[src/rtl/agc_pkg.sv]
// Shared types and constants for the AGC gain scheduler: gain/sample words,
// Q5.11 unity, and the divide-sequencing FSM states.
package agc_pkg;

  typedef logic [15:0] gain_t;
  typedef logic [7:0]  sample_t;

  localparam gain_t GAIN_UNITY     = 16'h0800;
  localparam int    GAIN_FRAC_BITS = 11;

  typedef enum logic [1:0] {
    IDLE,
    REQ,
    WAIT,
    APPLY
  } agc_state_e;

endpackage

[src/rtl/agc_gain_slew.sv]
// Combinational quotient -> clamped target -> attack/release next gain.
// Attack is immediate; release is limited to RELEASE_STEP per frame.
module agc_gain_slew
  import agc_pkg::*;
#(
  parameter gain_t GAIN_MAX     = 16'hA000,
  parameter gain_t RELEASE_STEP = 16'h0400
) (
  input  gain_t quotient_i,
  input  gain_t gain_cur_i,
  output gain_t gain_next_o
);

  gain_t       target;
  logic [16:0] step_sum;
  gain_t       step_sat;

  // NOTE: combinational blocks use blocking '=' so later lines see the
  // updated value of 'target' within the same evaluation.
  always_comb begin
    target = (|quotient_i[15:5]) ? 16'hFFFF
                                 : {quotient_i[4:0], {GAIN_FRAC_BITS{1'b0}}};
    if (target > GAIN_MAX) target = GAIN_MAX;

    step_sum = {1'b0, gain_cur_i} + {1'b0, RELEASE_STEP};
    step_sat = step_sum[16] ? 16'hFFFF : step_sum[15:0];

    if (target < gain_cur_i) gain_next_o = target;
    else                     gain_next_o = (target < step_sat) ? target : step_sat;
  end

endmodule

[src/rtl/agc_gain_scheduler.sv]
// Frame-based AGC gain controller: tracks per-frame peak, runs one shared
// divide per frame (TARGET/peak), then commits a clamped, slew-limited gain.
module agc_gain_scheduler
  import agc_pkg::*;
#(
  parameter int    FRAME_LEN    = 1024,
  parameter gain_t TARGET       = 16'hF0A4,
  parameter gain_t GAIN_MAX     = 16'hA000,
  parameter gain_t GAIN_INIT    = GAIN_UNITY,
  parameter gain_t RELEASE_STEP = 16'h0400,
  parameter int    DIV_TIMEOUT  = 64
) (
  input  logic        clk,
  input  logic        reset_x,
  input  logic        enable,
  input  logic        sample_valid,
  input  logic [7:0]  abs_sample,
  output logic        div_start,
  output logic [15:0] div_dividend,
  output logic [15:0] div_divisor,
  input  logic        div_done,
  input  logic [15:0] div_quotient,
  output logic [15:0] gain_out,
  output logic        gain_update,
  output logic        overrun,
  output logic        div_err
);

  localparam int CNT_W = $clog2(FRAME_LEN);
  localparam int TMR_W = $clog2(DIV_TIMEOUT + 1);
  localparam logic [CNT_W-1:0] CNT_LAST = CNT_W'(FRAME_LEN - 1);
  localparam logic [TMR_W-1:0] TMR_LAST = TMR_W'(DIV_TIMEOUT - 1);

  agc_state_e       state_q, state_d;
  logic [CNT_W-1:0] cnt_q, cnt_d;
  logic [TMR_W-1:0] timer_q, timer_d;
  logic [6:0]       peak_q, peak_d;
  gain_t            quot_q, quot_d;
  gain_t            divisor_q, divisor_d;
  gain_t            gain_q, gain_d;
  logic             upd_q, upd_d;
  logic             overrun_q, overrun_d;
  logic             err_q, err_d;

  logic [6:0] sample_clip;
  logic [6:0] peak_frame;
  logic       frame_end;
  gain_t      gain_next;

  assign sample_clip = (abs_sample > 8'd127) ? 7'd127 : abs_sample[6:0];
  assign peak_frame  = (sample_clip > peak_q) ? sample_clip : peak_q;
  assign frame_end   = enable & sample_valid & (cnt_q == CNT_LAST);

  agc_gain_slew #(
    .GAIN_MAX     (GAIN_MAX),
    .RELEASE_STEP (RELEASE_STEP)
  ) u_slew (
    .quotient_i  (quot_q),
    .gain_cur_i  (gain_q),
    .gain_next_o (gain_next)
  );

  // NOTE: every variable gets its hold value first, so no path through the
  // case/if tree can leave one unassigned and infer a latch.
  always_comb begin
    state_d   = state_q;
    cnt_d     = cnt_q;
    timer_d   = timer_q;
    peak_d    = peak_q;
    quot_d    = quot_q;
    divisor_d = divisor_q;
    gain_d    = gain_q;
    upd_d     = 1'b0;
    overrun_d = overrun_q;
    err_d     = err_q;

    if (!enable) begin
      cnt_d   = '0;
      peak_d  = '0;
      timer_d = '0;
      state_d = IDLE;
    end else begin
      if (sample_valid) begin
        cnt_d  = frame_end ? '0 : cnt_q + 1'b1;
        peak_d = frame_end ? '0 : peak_frame;
      end
      // A frame ending while busy is dropped; the running operation finishes.
      if (frame_end && state_q != IDLE) overrun_d = 1'b1;

      case (state_q)
        IDLE: begin
          if (frame_end) begin
            if (|peak_frame) begin
              divisor_d = {peak_frame, 9'b0};
              state_d   = REQ;
            end else begin
              quot_d  = 16'hFFFF;  // saturates to GAIN_MAX in the slew stage
              state_d = APPLY;
            end
          end
        end
        REQ: begin
          timer_d = '0;
          state_d = WAIT;
        end
        WAIT: begin
          if (div_done) begin
            quot_d  = div_quotient;
            state_d = APPLY;
          end else if (timer_q == TMR_LAST) begin
            err_d   = 1'b1;
            state_d = IDLE;
          end else begin
            timer_d = timer_q + 1'b1;
          end
        end
        APPLY: begin
          gain_d  = gain_next;
          upd_d   = (gain_next != gain_q);
          state_d = IDLE;
        end
        default: state_d = IDLE;
      endcase
    end
  end

  // NOTE: sequential state uses non-blocking '<=' so all registers update
  // together from pre-edge values.
  always_ff @(posedge clk or negedge reset_x) begin
    if (!reset_x) begin
      state_q   <= IDLE;
      cnt_q     <= '0;
      timer_q   <= '0;
      peak_q    <= '0;
      quot_q    <= '0;
      divisor_q <= '0;
      gain_q    <= GAIN_INIT;
      upd_q     <= 1'b0;
      overrun_q <= 1'b0;
      err_q     <= 1'b0;
    end else begin
      state_q   <= state_d;
      cnt_q     <= cnt_d;
      timer_q   <= timer_d;
      peak_q    <= peak_d;
      quot_q    <= quot_d;
      divisor_q <= divisor_d;
      gain_q    <= gain_d;
      upd_q     <= upd_d;
      overrun_q <= overrun_d;
      err_q     <= err_d;
    end
  end

  assign div_start    = (state_q == REQ);
  assign div_dividend = TARGET;
  assign div_divisor  = divisor_q;
  assign gain_out     = gain_q;
  assign gain_update  = upd_q;
  assign overrun      = overrun_q;
  assign div_err      = err_q;

endmodule

[config.mk]
export PLATFORM = sky130hd
export DESIGN_NAME = agc_gain_scheduler
export DESIGN_NICKNAME = d
export VERILOG_FILES = /design/src/rtl/agc_pkg.sv /design/src/rtl/agc_gain_slew.sv /design/src/rtl/agc_gain_scheduler.sv
export SDC_FILE = /design/constraint.sdc
export NUM_CORES = 1
export LEC_CHECK = 0
export CAP_MARGIN = 20
export CORE_ASPECT_RATIO = 1.75
export CORE_MARGIN = 4
export CORE_UTILIZATION = 48
export CTS_CLUSTER_DIAMETER = 150
export DETAILED_ROUTE_END_ITERATION = 10
export PLACE_DENSITY = 0.83
export SLEW_MARGIN = 20
export SYNTH_ARGS = -nofsm -noshare
export SYNTH_HDL_FRONTEND = slang
export SYNTH_SLANG_ARGS = --single-unit
[constraint.sdc]
create_clock -name clk -period 3.24 [get_ports clk]
set_clock_uncertainty 0.15 [all_clocks]
set_input_delay 0.648 -clock clk [delete_from_list [all_inputs] [get_ports clk]]
set_output_delay 0.648 -clock clk [all_outputs]
set_load 0.02 [all_outputs]
# ---- After elaboration in Yosys (flattened, before gate mapping)
# Index checks and enable logic that the tools add are counted.
dict set report op_classes {
  bitwise_logic 3
  n_shift 0
  reduce_logical 13
  div_mod_pow 0
  magnitude_cmp 5
  eq_ne 15
  mul 0
  add_sub_neg 3
  n_mux 29
}
# operator count
set op_table {}
lappend op_table {{$mux 16} 8}
lappend op_table {{$mux 7} 8}
lappend op_table {{$lt 16x16->1} 2}
lappend op_table {{$pmux 16 s2} 1}
lappend op_table {{$mux 10} 3}
lappend op_table {{$add 16x11->17 const B} 1}
lappend op_table {{$gt 16x16->1 const B} 1}
lappend op_table {{$ne 16x16->1} 1}
lappend op_table {{$pmux 7 s2} 1}
lappend op_table {{$reduce_or 11->1} 1}
lappend op_table {{$add 10x1->10 const B} 1}
lappend op_table {{$eq 10x10->1 const B} 1}
lappend op_table {{$mux 2} 5}
lappend op_table {{$ne 3x3->1 const B} 3}
lappend op_table {{$gt 8x7->1 const B} 1}
lappend op_table {{$pmux 2 s4} 1}
lappend op_table {{$reduce_and 4->1} 2}
lappend op_table {{$add 7x1->7 const B} 1}
lappend op_table {{$eq 7x6->1 const B} 1}
lappend op_table {{$gt 7x7->1} 1}
lappend op_table {{$reduce_or 7->1} 1}
lappend op_table {{$ne 2x2->1 const B} 3}
lappend op_table {{$reduce_and 2->1} 3}
lappend op_table {{$reduce_and 5->1} 1}
lappend op_table {{other kinds (12)} 16}
dict set report totals {
  ff_bits 68
  memories 0
  latch_bits 0
  output_inout_bits 52
  wordCells 78
  rom_bits 0
  ramBits 0
  in_bits 29
}

# ---- Depth between registers and ports, before layout
# Gate-level depths: netlist of the first run.
dict set report logic_depth {
  ltp_word 10
  ltp_mapped 15
  ltp_nobuf 13
}

# ---- Modules after synthesis
# Synthesis of the first run repeated with hierarchy kept, for this count alone.
dict set report unflattened {
  hier_cells 488
  hier_area_um2 4503.1
}
# mod cells_each area_per_inst_um2 instances
set modules_own_cells {}
lappend modules_own_cells {agc_gain_scheduler 354 3599.7 1}
lappend modules_own_cells {agc_gain_slew 134 903.4 1}

# ---- Least setup slack after synthesis of the first run
# Ideal clock, no wire load.
dict set report synth_path {
  kind {reg-to-reg}
  startpoint {register gain_q[11] (netlist: gain_out[11])}
  endpoint {register upd_q (netlist: gain_update)}
  arrival_ns 2.981
  slack_ns -0.025
  setup_time_ns 0.134
  required_ns 2.956
  n_path_buf 2
  synth_period_minus_slack_ns 3.265
  path_stages_with_launch 14
  cell_sequence {dfstp_2 > ha_1 > nand2_1 > nor2_1 > nor3_1 > ha_1 > and4_1 > nand3_1 > a2111o_1 > a32o_1 > buf_6 > buf_2 > o21ai_0 > a31oi_1}
}
dict set report synth_between {
  elab_chain_cells 8
}
# item line
set synth_rtl {}
lappend synth_rtl {{start, declared} agc_gain_scheduler.sv:40} ;# gain_t gain_q, gain_d;
lappend synth_rtl {{start signal, assigned} agc_gain_scheduler.sv:148} ;# gain_q <= gain_d;
lappend synth_rtl {{$add 16x11->17} agc_gain_slew.sv:25} ;# step_sum = {1'b0, gain_cur_i} + {1'b0, RELEASE_STEP};
lappend synth_rtl {{$mux 16} agc_gain_slew.sv:26} ;# step_sat = step_sum[16] ? 16'hFFFF : step_sum[15:0];
lappend synth_rtl {{$lt 16x16->1} agc_gain_slew.sv:29} ;# else gain_next_o = (target < step_sat) ? target : step_sat;
lappend synth_rtl {{$mux 16} agc_gain_slew.sv:29}
lappend synth_rtl {{$mux 16} agc_gain_slew.sv:28} ;# if (target < gain_cur_i) gain_next_o = target;
lappend synth_rtl {{$ne 16x16->1 (*)} agc_gain_scheduler.sv:119} ;# upd_d = (gain_next != gain_q);
lappend synth_rtl {{$mux 1 (*)} agc_gain_scheduler.sv:90} ;# case (state_q)
lappend synth_rtl {{$mux 1 (*)} agc_gain_scheduler.sv:77} ;# if (!enable) begin
lappend synth_rtl {{named net upd_d} agc_gain_scheduler.sv:41} ;# logic upd_q, upd_d;
lappend synth_rtl {{end signal, assigned} agc_gain_scheduler.sv:149} ;# upd_q <= upd_d;
lappend synth_rtl {{end, declared} agc_gain_scheduler.sv:41}
# The timed path passes the listed nets; every way through them passes the cells marked *.
# A chain may end at the register's enable or synchronous reset.

# ---- Worst setup path in the final report of the first run
# Same ends and word-level chain as after synthesis.

==> results of run 1 <==
timing repair:
action / 4_1_cts / 5_1_grt
setup endpoints to repair: 39 / 47
gates resized for setup: 11 / 35
buffers inserted: 0 / 1
hold buffers: 0 / 0
pin swaps: 2 / 11
sequential cells by signal (all words and copies together), names as in the netlist:
signal / flops
cnt_q: 10
div_divisor: 7
div_err: 1
gain_out: 16
gain_update: 1
overrun: 1
peak_q: 7
quot_q: 16
state_q: 2
timer_q: 7
area by class of cell:
class / instances / area share, %
clock buffer: 10 / 3.96
clock inverter: 6 / 1.13
inverter: 31 / 2.01
multi-input combinational: 382 / 45.2
sequential: 68 / 29.5
tap: 117 / 2.53
timing repair buffer: 99 / 15.7
cell usage after synthesis (8+ instances only):
| cell | instances |
|---|---|
| nand4_1 | 10 |
| dfrtp_1 | 67 |
| nand2_1 | 48 |
| o21a_1 | 13 |
| nor2_1 | 40 |
| nand3_1 | 14 |
| o21ai_0 | 43 |
| nor3_1 | 8 |
| a21oi_1 | 26 |
| buf_4 | 26 |
| o22a_1 | 11 |
| ha_1 | 35 |
| inv_1 | 31 |
worst max-delay path, stage by stage (launching register included):
cell and delay, ns:
dfstp_2 0.58, ha_4 0.16, and2_4 0.17, nand2_4 0.06, mux2i_2 0.17, ha_1 0.31, and4_4 0.23, nand3_2 0.06
a2111o_1 0.37, a32o_2 0.32, nand3_1 0.11, o21ai_0 0.10, buf_4 0.15, a31oi_2 0.17
cell families after synthesis:
logic type	Yosys count	synth area share, %
and+or+nand+nor	162	18.7
AOI/OAI and AO/OA	131	20.2
DFF	68	39.3
buffers and inverters	65	8.29
adders and majority gates	35	10.1
muxes	9	2.28
xor gates and xnor gates	5	1.01
other	2	0.173
power groups by stage:
stage	registers, mW	logic (mW)	clock network (mW)
6_report	0.896	0.513	0.963
5_1_grt	0.897	0.567	1.02
4_1_cts	0.893	0.460	0.981
3_5_place_dp	0.907	0.452	0
3_3_place_gp	0.906	0.438	0
2_1_floorplan	0.903	0.298	0
final timing paths:
check,startpoint,end,slack [ns],cells after the start
hold / removal,reset_x,gain_out[13]$_DFFE_PN0P_,0.24,1
setup reg to reg,gain_out[11]$_DFFE_PN1P_,gain_update$_DFF_PN0_,0.06,13
max in group asynchronous,reset_x,div_divisor[9]$_DFFE_PN0P_,1.94,2
hold reg to reg,div_err$_DFFE_PN0P_,div_err$_DFFE_PN0P_,0.31,1
min in group clk,div_err$_DFFE_PN0P_,div_err$_DFFE_PN0P_,0.31,1
setup / recovery,gain_out[11]$_DFFE_PN1P_,gain_update$_DFF_PN0_,0.06,13
layer usage:
metal  track usage (%)  wire, um  share of wire [%]
met1              22.1      4130                 38
met2              37.3      5980                 55
met3              3.45       363                3.3
met4              12.5       438                4.0
met5                 0         0                  0
==> results by group, run 1 <==
Status
  – Outcome: completed

Timing
  – Tmin final: roughly 3.2 ns
  – Final WS setup: 0.0595 ns
  – Final Hold Viols: 0
  – Worst hold margin: 0.236 ns
  – Final Setup Violations: 0
  – Setup TNS: 0 ns
  – Fin. max-slew vios: 0
  – RSZ-0062 raised after global routing: yes
  – Worst Tran Pin Value: a little under 0.8 ns
  – Slew margin rel.: 48.1%
  – Tcrit/Tclk final: around 98%
  – F_max: approximately 310 MHz

Placed design
  – Final HPWL DP: 8.23 mm
  – Dpl cell area: approximately 5300 um^2
  – PortBufs: 55
  – Gpl congestion: 0.921
  – Pre-CTS WS: -0.437 ns
  – Placed Cells incl. Taps: 696

Die
  – Initial Utilization: 49.6%
  – Core Footprint: about 8700 um^2
  – DIE AREA: 10700 um^2
  – Die H: ~130 um
  – Die width: 79.8 um
  – Rows: 45
  – IO Count: just over 80

Power
  – P_leak: 2.63 nW
  – Cell Pwr Density: 411 nW/um^2
  – Switching share of power: 28.0%
  – Power share of the sequential group: 37.8%
  – Switching power: about 0.66 mW
  – Clock power share: 40.6%
  – Worst vdd ir: roughly 0.00037 V
  – P_int: 1.71 mW
  – Total power: 2.37 mW
  – Gate power share: 21.6%

Synthesis
  – Post-synth ARST share: 100%
  – Mapped cell area: 4330 um^2
  – Synth Instances: between 400 and 500
  – Flops & latches, synth: 68
  – Synth cell types: 62
  – Yosys warnings: 0
  – Top-area cell type share of the netlist area: 38.7%
  – Primary FF master, synth: dfrtp_1
  – Largest cells by area after synthesis: dfrtp_1 39%, ha_1 10%, o21ai_0 5.0%, buf_4 4.5%, nand2_1 4.2%
  – Post-synth EDFFs: 0
  – Seq/Total Area, Yosys: 39.3%
  – Leading area contributor after synthesis: dfrtp_1
  – Average size of a mapped cell: 9.08 um^2

GRT
  – First-pass GRT wire length: 17.5 mm
  – Initial antenna violation count: 0
  – Largest net degree at the start of global routing: 33
  – Total GRT Usage: 20.8%
  – Gr ovfl total: 0
  – Vias in the first global route: between 3000 and 4000

Final layout
  – Final Core Density: approximately 66%
  – Most frequent cells in the layout: 67 x dfrtp_1, 53 x clkdlybuf4s50_1, 45 x nand2_1
  – Most common cell after layout, fill and taps aside: dfrtp_1
  – Final Instance Area: 5780 um^2
  – Nets: around 660
  – Multi-input logic area: 2610 um^2
  – Layout cells sized above 1: 19.6%
  – Area Overhead vs Synth: 33.3%
  – Ant. Diodes: 0
  – Final-layout fill cell count: approximately 700
  – Post-route insts no fill: just over 700
  – Register area: approximately 1700 um^2

Detailed routing
  – DR vias: 3910
  – First drt pass iteration count: 4
  – Total detailed-routing wirelength: 10.9 mm
  – Antenna Nets Post-Route: 0
  – WL/cell: 15.3 um
  – Drt drc: 0
  – 1st-iter DRT viols: between 100 and 150
  – Via density: between 5 and 6

Setup path
  – Critical path fanouts, max: 8
  – Crit path capture type: flip-flop
  – Startpoint types: flip-flop
  – Crit Path Class: flip-flop to flip-flop
  – Critical Path AT: 3.28 ns
  – WP data required: roughly 3.3 ns

Clock network
  – CTS root buf: clkbuf_16
  – Worst-path clk slew: around 0.060 ns
  – CTS tree: done
  – CTS buffer count: 9
  – Insertion delay to the later sink of the worst-skew pair: 0.34 ns
  – Deepest clock path buffer count: 2
  – TritonCTS Sinks: 68
  – H-tree depth: 3

Run
  – Max-Cap Viols: 0

Worst hold path
  – HP Class: input port to asynchronous set/reset pin
(Power assumes the default switching activity.)
==> inputs of run 2 (changes only) <==
Settings changed: CAP_MARGIN 20 to 30, RECOVER_POWER from default to 100.
==> results by group, run 2 (synthesis gave the netlist of run 1 again) <==
Setup path
  – Max incr delay on CP: 0.58 ns
  – Startpoint types: flip-flop
  – CP max stage cell: dfstp_2
  – Crit Path Class: flip-flop to flip-flop
  – RR Startpoint: gain_out[11]$_DFFE_PN1P_
  – Critical Path Source: gain_out[11]$_DFFE_PN1P_
  – WP data required: about 3.3 ns
  – Critical Path AT: 3.22 ns
  – Critical path, cell by cell: ha_4 > and2_4 > nand2_4 > mux2i_2 > ha_1 > and4_4 > nand3_2 > a2111o_1 > a32o_2 > buf_6 > a21o_1 > nand2_1 > a31oi_2
  – Crit path capture type: flip-flop
  – Critical path fanouts, max: 8

Run
  – Max-Cap Viols: 1

Detailed routing
  – Via density: 5.45
  – DR vias: 3886
  – Post-Route M1 WL: approximately 4.1 mm
  – Total detailed-routing wirelength: 10.9 mm
  – WL/cell: 15.2 um
  – Top routing layer used: met4
  – 1st-iter DRT viols: between 100 and 150
  – Met2 WL post-DR: between 5 and 6 mm
  – First drt pass iteration count: 5
  – Antenna Nets Post-Route: 0
  – Routed met3 length: 356 um
  – Drt drc: 0

Placed design
  – Placed Cells incl. Taps: 696
  – Gpl congestion: 0.921
  – PortBufs: 55
  – Final HPWL DP: 8.23 mm

Clock network
  – Worst-path clk slew: 0.06 ns
  – H-tree depth: 3
  – Hold Buf Count CTS: 0
  – CTS buffer count: 9
  – CTS root buf: clkbuf_16
  – Insertion delay to the later sink of the worst-skew pair: about 0.34 ns
  – CTS tree: done
  – Deepest clock path buffer count: 2
  – TritonCTS Sinks: 68

Timing
  – F_max: 316 MHz
  – Worst Tran Pin Value: approximately 1.8 ns
  – Tcrit/Tclk final: 97.8%
  – RSZ-0062 raised after global routing: yes
  – Slew margin rel.: -22.8%
  – Setup TNS: 0 ns
  – Tmin final: 3.17 ns
  – Fin. max-slew vios: 33
  – Worst hold margin: a little over 0.3 ns
  – Final Setup Violations: 0
  – Final Hold Viols: 0

Worst hold path
  – Hold wc startpoint: div_err$_DFFE_PN0P_
  – HP Class: flip-flop to flip-flop

Final layout
  – Final Core Density: 65.8%
  – Area Overhead vs Synth: 32.5%
  – Most common cell after layout, fill and taps aside: dfrtp_1
  – Layout cells sized above 1: approximately a fifth
  – Most frequent cells in the layout: 67 x dfrtp_1, 45 x nand2_1, 40 x conb_1
  – Ant. Diodes: 0
  – Nets: around 660
  – Post-route insts no fill: 713

GRT
  – Vias in the first global route: slightly below 4000
  – Initial antenna violation count: 0
  – Gr ovfl total: 0
  – Total GRT Usage: 20.8%
  – First-pass GRT wire length: 17.5 mm
  – Largest net degree at the start of global routing: 33

Status
  – Outcome: complete, but fails checks
  – Failing checks: max-capacitance violations, max-slew violations

Die
  – Initial Utilization: between 40% and 50%
  – Rows: between 40 and 50
  – Core Footprint: roughly 8700 um^2
  – DIE AREA: 10700 um^2
  – IO Count: just over 80
  – Die H: 134 um
  – Die width: 79.8 um

Power
  – Worst vdd ir: 0.000365 V
  – P_leak: 2.70 nW
  – Cell Pwr Density: just over 400 nW/um^2
run 2: timing repair:
| action | in CTS | in global routing |
|---|---|---|
| setup endpoints to repair | 39 | 47 |
| gates resized for setup | 11 | 35 |
| pin swaps | 2 | 11 |
| buffers inserted | 0 | 1 |
run 2: where the power goes:
part	switching [mW]	internal [mW]
Combinational	0.273	0.234
Clock	0.366	0.595
Sequential	0.0211	0.874
Total	0.661	1.70
run 2: critical path, delay by kind of cell, from the launching register on:
kind	cells	cell delay [ns]
buf+inv	1	0.14
simple gates	5	0.59
fa+ha+maj	2	0.47
flops	1	0.58
mux	1	0.17
compound gates	4	0.93
run 2: layer usage:
layer / vias up / track usage (%)
met1: 1883 / 22.1
met3: 30 / 3.45
met4: 0 / 12.5
met5: - / 0
li1: 1868 / -
met2: 105 / 37.3
run 2: stage by stage:
step | instance area (um^2) | worst slack [ns] | power, mW
2_1_floorplan | 4480 | 0.0722 | 1.20
3_3_place_gp | 5280 | -0.290 | 1.34
3_5_place_dp | 5280 | -0.437 | 1.36
4_1_cts | 5610 | 0.000841 | 2.33
5_1_grt | 5740 | -0.0432 | 2.48
6_report | 5740 | 0.0713 | 2.36
run 2: final cells by class:
class | instances | area [um^2]
multi-input combinational | 382 | 2580
sequential | 68 | 1700
inverter | 31 | 116
tap | 117 | 146
clock inverter | 6 | 65.1
fill | 689 | 2990
timing repair buffer | 99 | 897
clock buffer | 10 | 229
run 2: path summary, 6_finish.rpt:
path | slack, ns | endpoint | cells after the start
max in group asynchronous | 0.96 | div_divisor[9]$_DFFE_PN0P_ | 2
worst min-delay path | 0.30 | div_err$_DFFE_PN0P_ | 1
worst min register to register | 0.30 | div_err$_DFFE_PN0P_ | 1
worst max register to register | 0.07 | gain_update$_DFF_PN0_ | 13
worst max-delay path | 0.07 | gain_update$_DFF_PN0_ | 13
min in group asynchronous | 0.65 | gain_out[13]$_DFFE_PN0P_ | 1
==> inputs of run 3 (changes only) <==
Settings changed: ABC_AREA from default to 1, CORE_UTILIZATION 48 to 49, GPL_TIMING_DRIVEN from default to 1, PLACE_DENSITY 0.83 to 0.84.
==> results by group, run 3 <==
GRT
  – Gr ovfl total: 0
  – Initial antenna violation count: 0
  – First-pass GRT wire length: 19.7 mm
  – Vias in the first global route: ~4500
  – Largest net degree at the start of global routing: 33
  – Total GRT Usage: 22.6%

Synthesis
  – Largest cells by area after synthesis: dfrtp_1 36%, nand2_1 11%, ha_1 9.4%, inv_1 6.3%, nand3_1 5.2%
  – Seq/Total Area, Yosys: 36.5%
  – Post-synth EDFFs: 0
  – Yosys warnings: 0
  – Post-synth ARST share: between 90% and 100%
  – Synth cell count leaders: 140 x nand2_1, 78 x inv_1, 67 x dfrtp_1, 59 x nor2_1, 48 x nand3_1
  – Primary FF master, synth: dfrtp_1
  – Mapped cell area: 4660 um^2
  – Top-count cell post-synth: nand2_1
  – Flops & latches, synth: 68
  – Leading area contributor after synthesis: dfrtp_1
  – Top-area cell type share of the netlist area: approximately 36%
  – Average size of a mapped cell: 7.62 um^2
  – Synth cell types: 44
  – Synth Instances: a little over 600

Clock network
  – Worst-path clk slew: 0.06 ns
  – Hold Buf Count CTS: 0
  – Insertion delay to the later sink of the worst-skew pair: approximately 0.33 ns
  – CTS tree: done
  – TritonCTS Sinks: 68
  – CTS root buf: clkbuf_16
  – Deepest clock path buffer count: 2
  – CTS buffer count: 9
  – H-tree depth: 3

Power
  – Worst vdd ir: 0.000309 V
  – Total power: 2.42 mW
  – P_leak: 3.03 nW
  – Cell Pwr Density: 397 nW/um^2

Setup path
  – Critical path fanouts, max: 8
  – Startpoint types: input port
  – Crit Path Class: input port to flip-flop
  – Crit path capture type: flip-flop
  – Reg2Reg Setup Slack: 0.15 ns
  – WP data required: between 3 and 4 ns
  – Critical Path AT: 3.21 ns

Final layout
  – Post-route insts no fill: 844
  – Ant. Diodes: 0
  – Most frequent cells in the layout: 133 x nand2_1, 74 x inv_1, 67 x dfrtp_1
  – Final Instance Area: ~6100 um^2
  – Most common cell after layout, fill and taps aside: nand2_1
  – Nets: 783
  – Layout cells sized above 1: 18.1%
  – Area Overhead vs Synth: 30.7%

Detailed routing
  – First drt pass iteration count: 4
  – Total detailed-routing wirelength: 12.3 mm
  – DR vias: 4435
  – Drt drc: 0
  – WL/cell: 14.6 um
  – Via density: 5.25
  – 1st-iter DRT viols: 233
  – Antenna Nets Post-Route: 0

Timing
  – Tmin final: 3.13 ns
  – Slew margin rel.: 26.0%
  – Worst Tran Pin Value: about 1.1 ns
  – Final Hold Viols: 0
  – F_max: 319 MHz
  – RSZ-0062 raised after global routing: yes
  – Tcrit/Tclk final: 96.7%
  – Final Setup Violations: 0
  – Worst hold margin: around 0.32 ns
  – Fin. max-slew vios: 0

Placed design
  – Placed Cells incl. Taps: 820
  – Gpl congestion: 0.913
  – Final HPWL DP: between 9 and 10 mm
  – PortBufs: between 50 and 60
  – Dpl cell area: 5510 um^2

Die
  – Rows: 46
  – DIE AREA: 11200 um^2
  – Initial Utilization: between 50% and 60%
  – Core Footprint: 9210 um^2
  – Die width: 81.8 um
  – Die H: between 100 and 150 um
  – IO Count: 81

Status
  – Outcome: completed

Run
  – Max-Cap Viols: 0

Worst hold path
  – HP Class: flip-flop to flip-flop
[run 3: cell count changes after synthesis, sizes merged, moves of 13 or more]
cell	change
or2	+16
inv	+49
nor2	+23
o22ai	+13
nand2	+98
o21ai	-19
o22a	-16
nand3	+34
[run 3: final cells by class]
| class | instances | area (um^2) |
|---|---|---|
| timing repair buffer | 93 | 875 |
| inverter | 80 | 303 |
| sequential | 68 | 1700 |
| tap | 120 | 150 |
| clock buffer | 12 | 256 |
| multi-input combinational | 467 | 2760 |
| fill | 746 | 3110 |
| clock inverter | 4 | 47.5 |
[run 3: logic make-up after synthesis]
family,count (synthesis),synth area share [%]
and+or+nand+nor,307,30.8
buffers and inverters,116,11.8
AOI/OAI and AO/OA,77,10.0
DFF,68,36.5
adders and majority gates,35,9.39
xor gates and xnor gates,7,1.31
other,2,0.161
[run 3: final timing paths]
check,startpoint,to,cells past startpoint
setup / recovery,abs_sample[2],div_divisor[11]$_DFFE_PN0P_,19
hold / removal,overrun$_DFFE_PN0P_,overrun$_DFFE_PN0P_,1
setup reg to reg,quot_q[14]$_DFFE_PN0P_,gain_update$_DFF_PN0_,21
hold reg to reg,overrun$_DFFE_PN0P_,overrun$_DFFE_PN0P_,1
max in group asynchronous,reset_x,timer_q[5]$_DFFE_PN0P_,2
min in group asynchronous,reset_x,gain_out[15]$_DFFE_PN0P_,1
[run 3: power by group]
part / internal, mW / switching [mW] / total [mW]
sequential: 0.876 / 0.0238 / 0.900
combinational: 0.218 / 0.302 / 0.521
clock: 0.635 / 0.361 / 0.996
total: 1.73 / 0.687 / 2.42
[run 3: worst max-delay path, cell delays in order]
cell and delay [ns]:
clkdlybuf4s50_1 0.40, or2_4 0.25, ha_4 0.22, a21oi_2 0.12, o21ai_1 0.07, nand2_1 0.09, o211ai_2 0.12, nand2_4 0.16
inv_4 0.06, nand2_1 0.09, nand2_1 0.08, inv_1 0.07, nand2_1 0.05, nor2_1 0.13, nand3_2 0.17, buf_4 0.18
buf_4 0.14, nand4_1 0.08, nand2_1 0.06
[run 3: stage by stage]
| stage | util [%] | setup WS (ns) | TNS, ns |
|---|---|---|---|
| floorplan | - | 0.0945 | 0 |
| global placement | 59.8 | -0.270 | -6.06 |
| detailed placement | 59.8 | -0.392 | -8.62 |
| CTS | 63.2 | -0.0223 | -0.0223 |
| global route | 66.2 | -0.0740 | -0.258 |
| finish | 66.2 | 0.107 | 0 |
[run 3: per-layer routing]
metal / vias to the layer above / routed length, um / global-route usage (%)
li1: 2160 / - / -
met1: 2120 / 4350 / 22.6
met2: 116 / 7050 / 43.5
met3: 39 / 389 / 3.03
met4: 0 / 503 / 11.6
met5: - / 0 / 0
[run 3: what timing repair did]
item / in CTS / in global routing
gates cloned: 0 / 2
buffers inserted: 0 / 6
resized for setup: 6 / 50
pin swaps: 0 / 13
endpoints found under the setup margin: 18 / 28
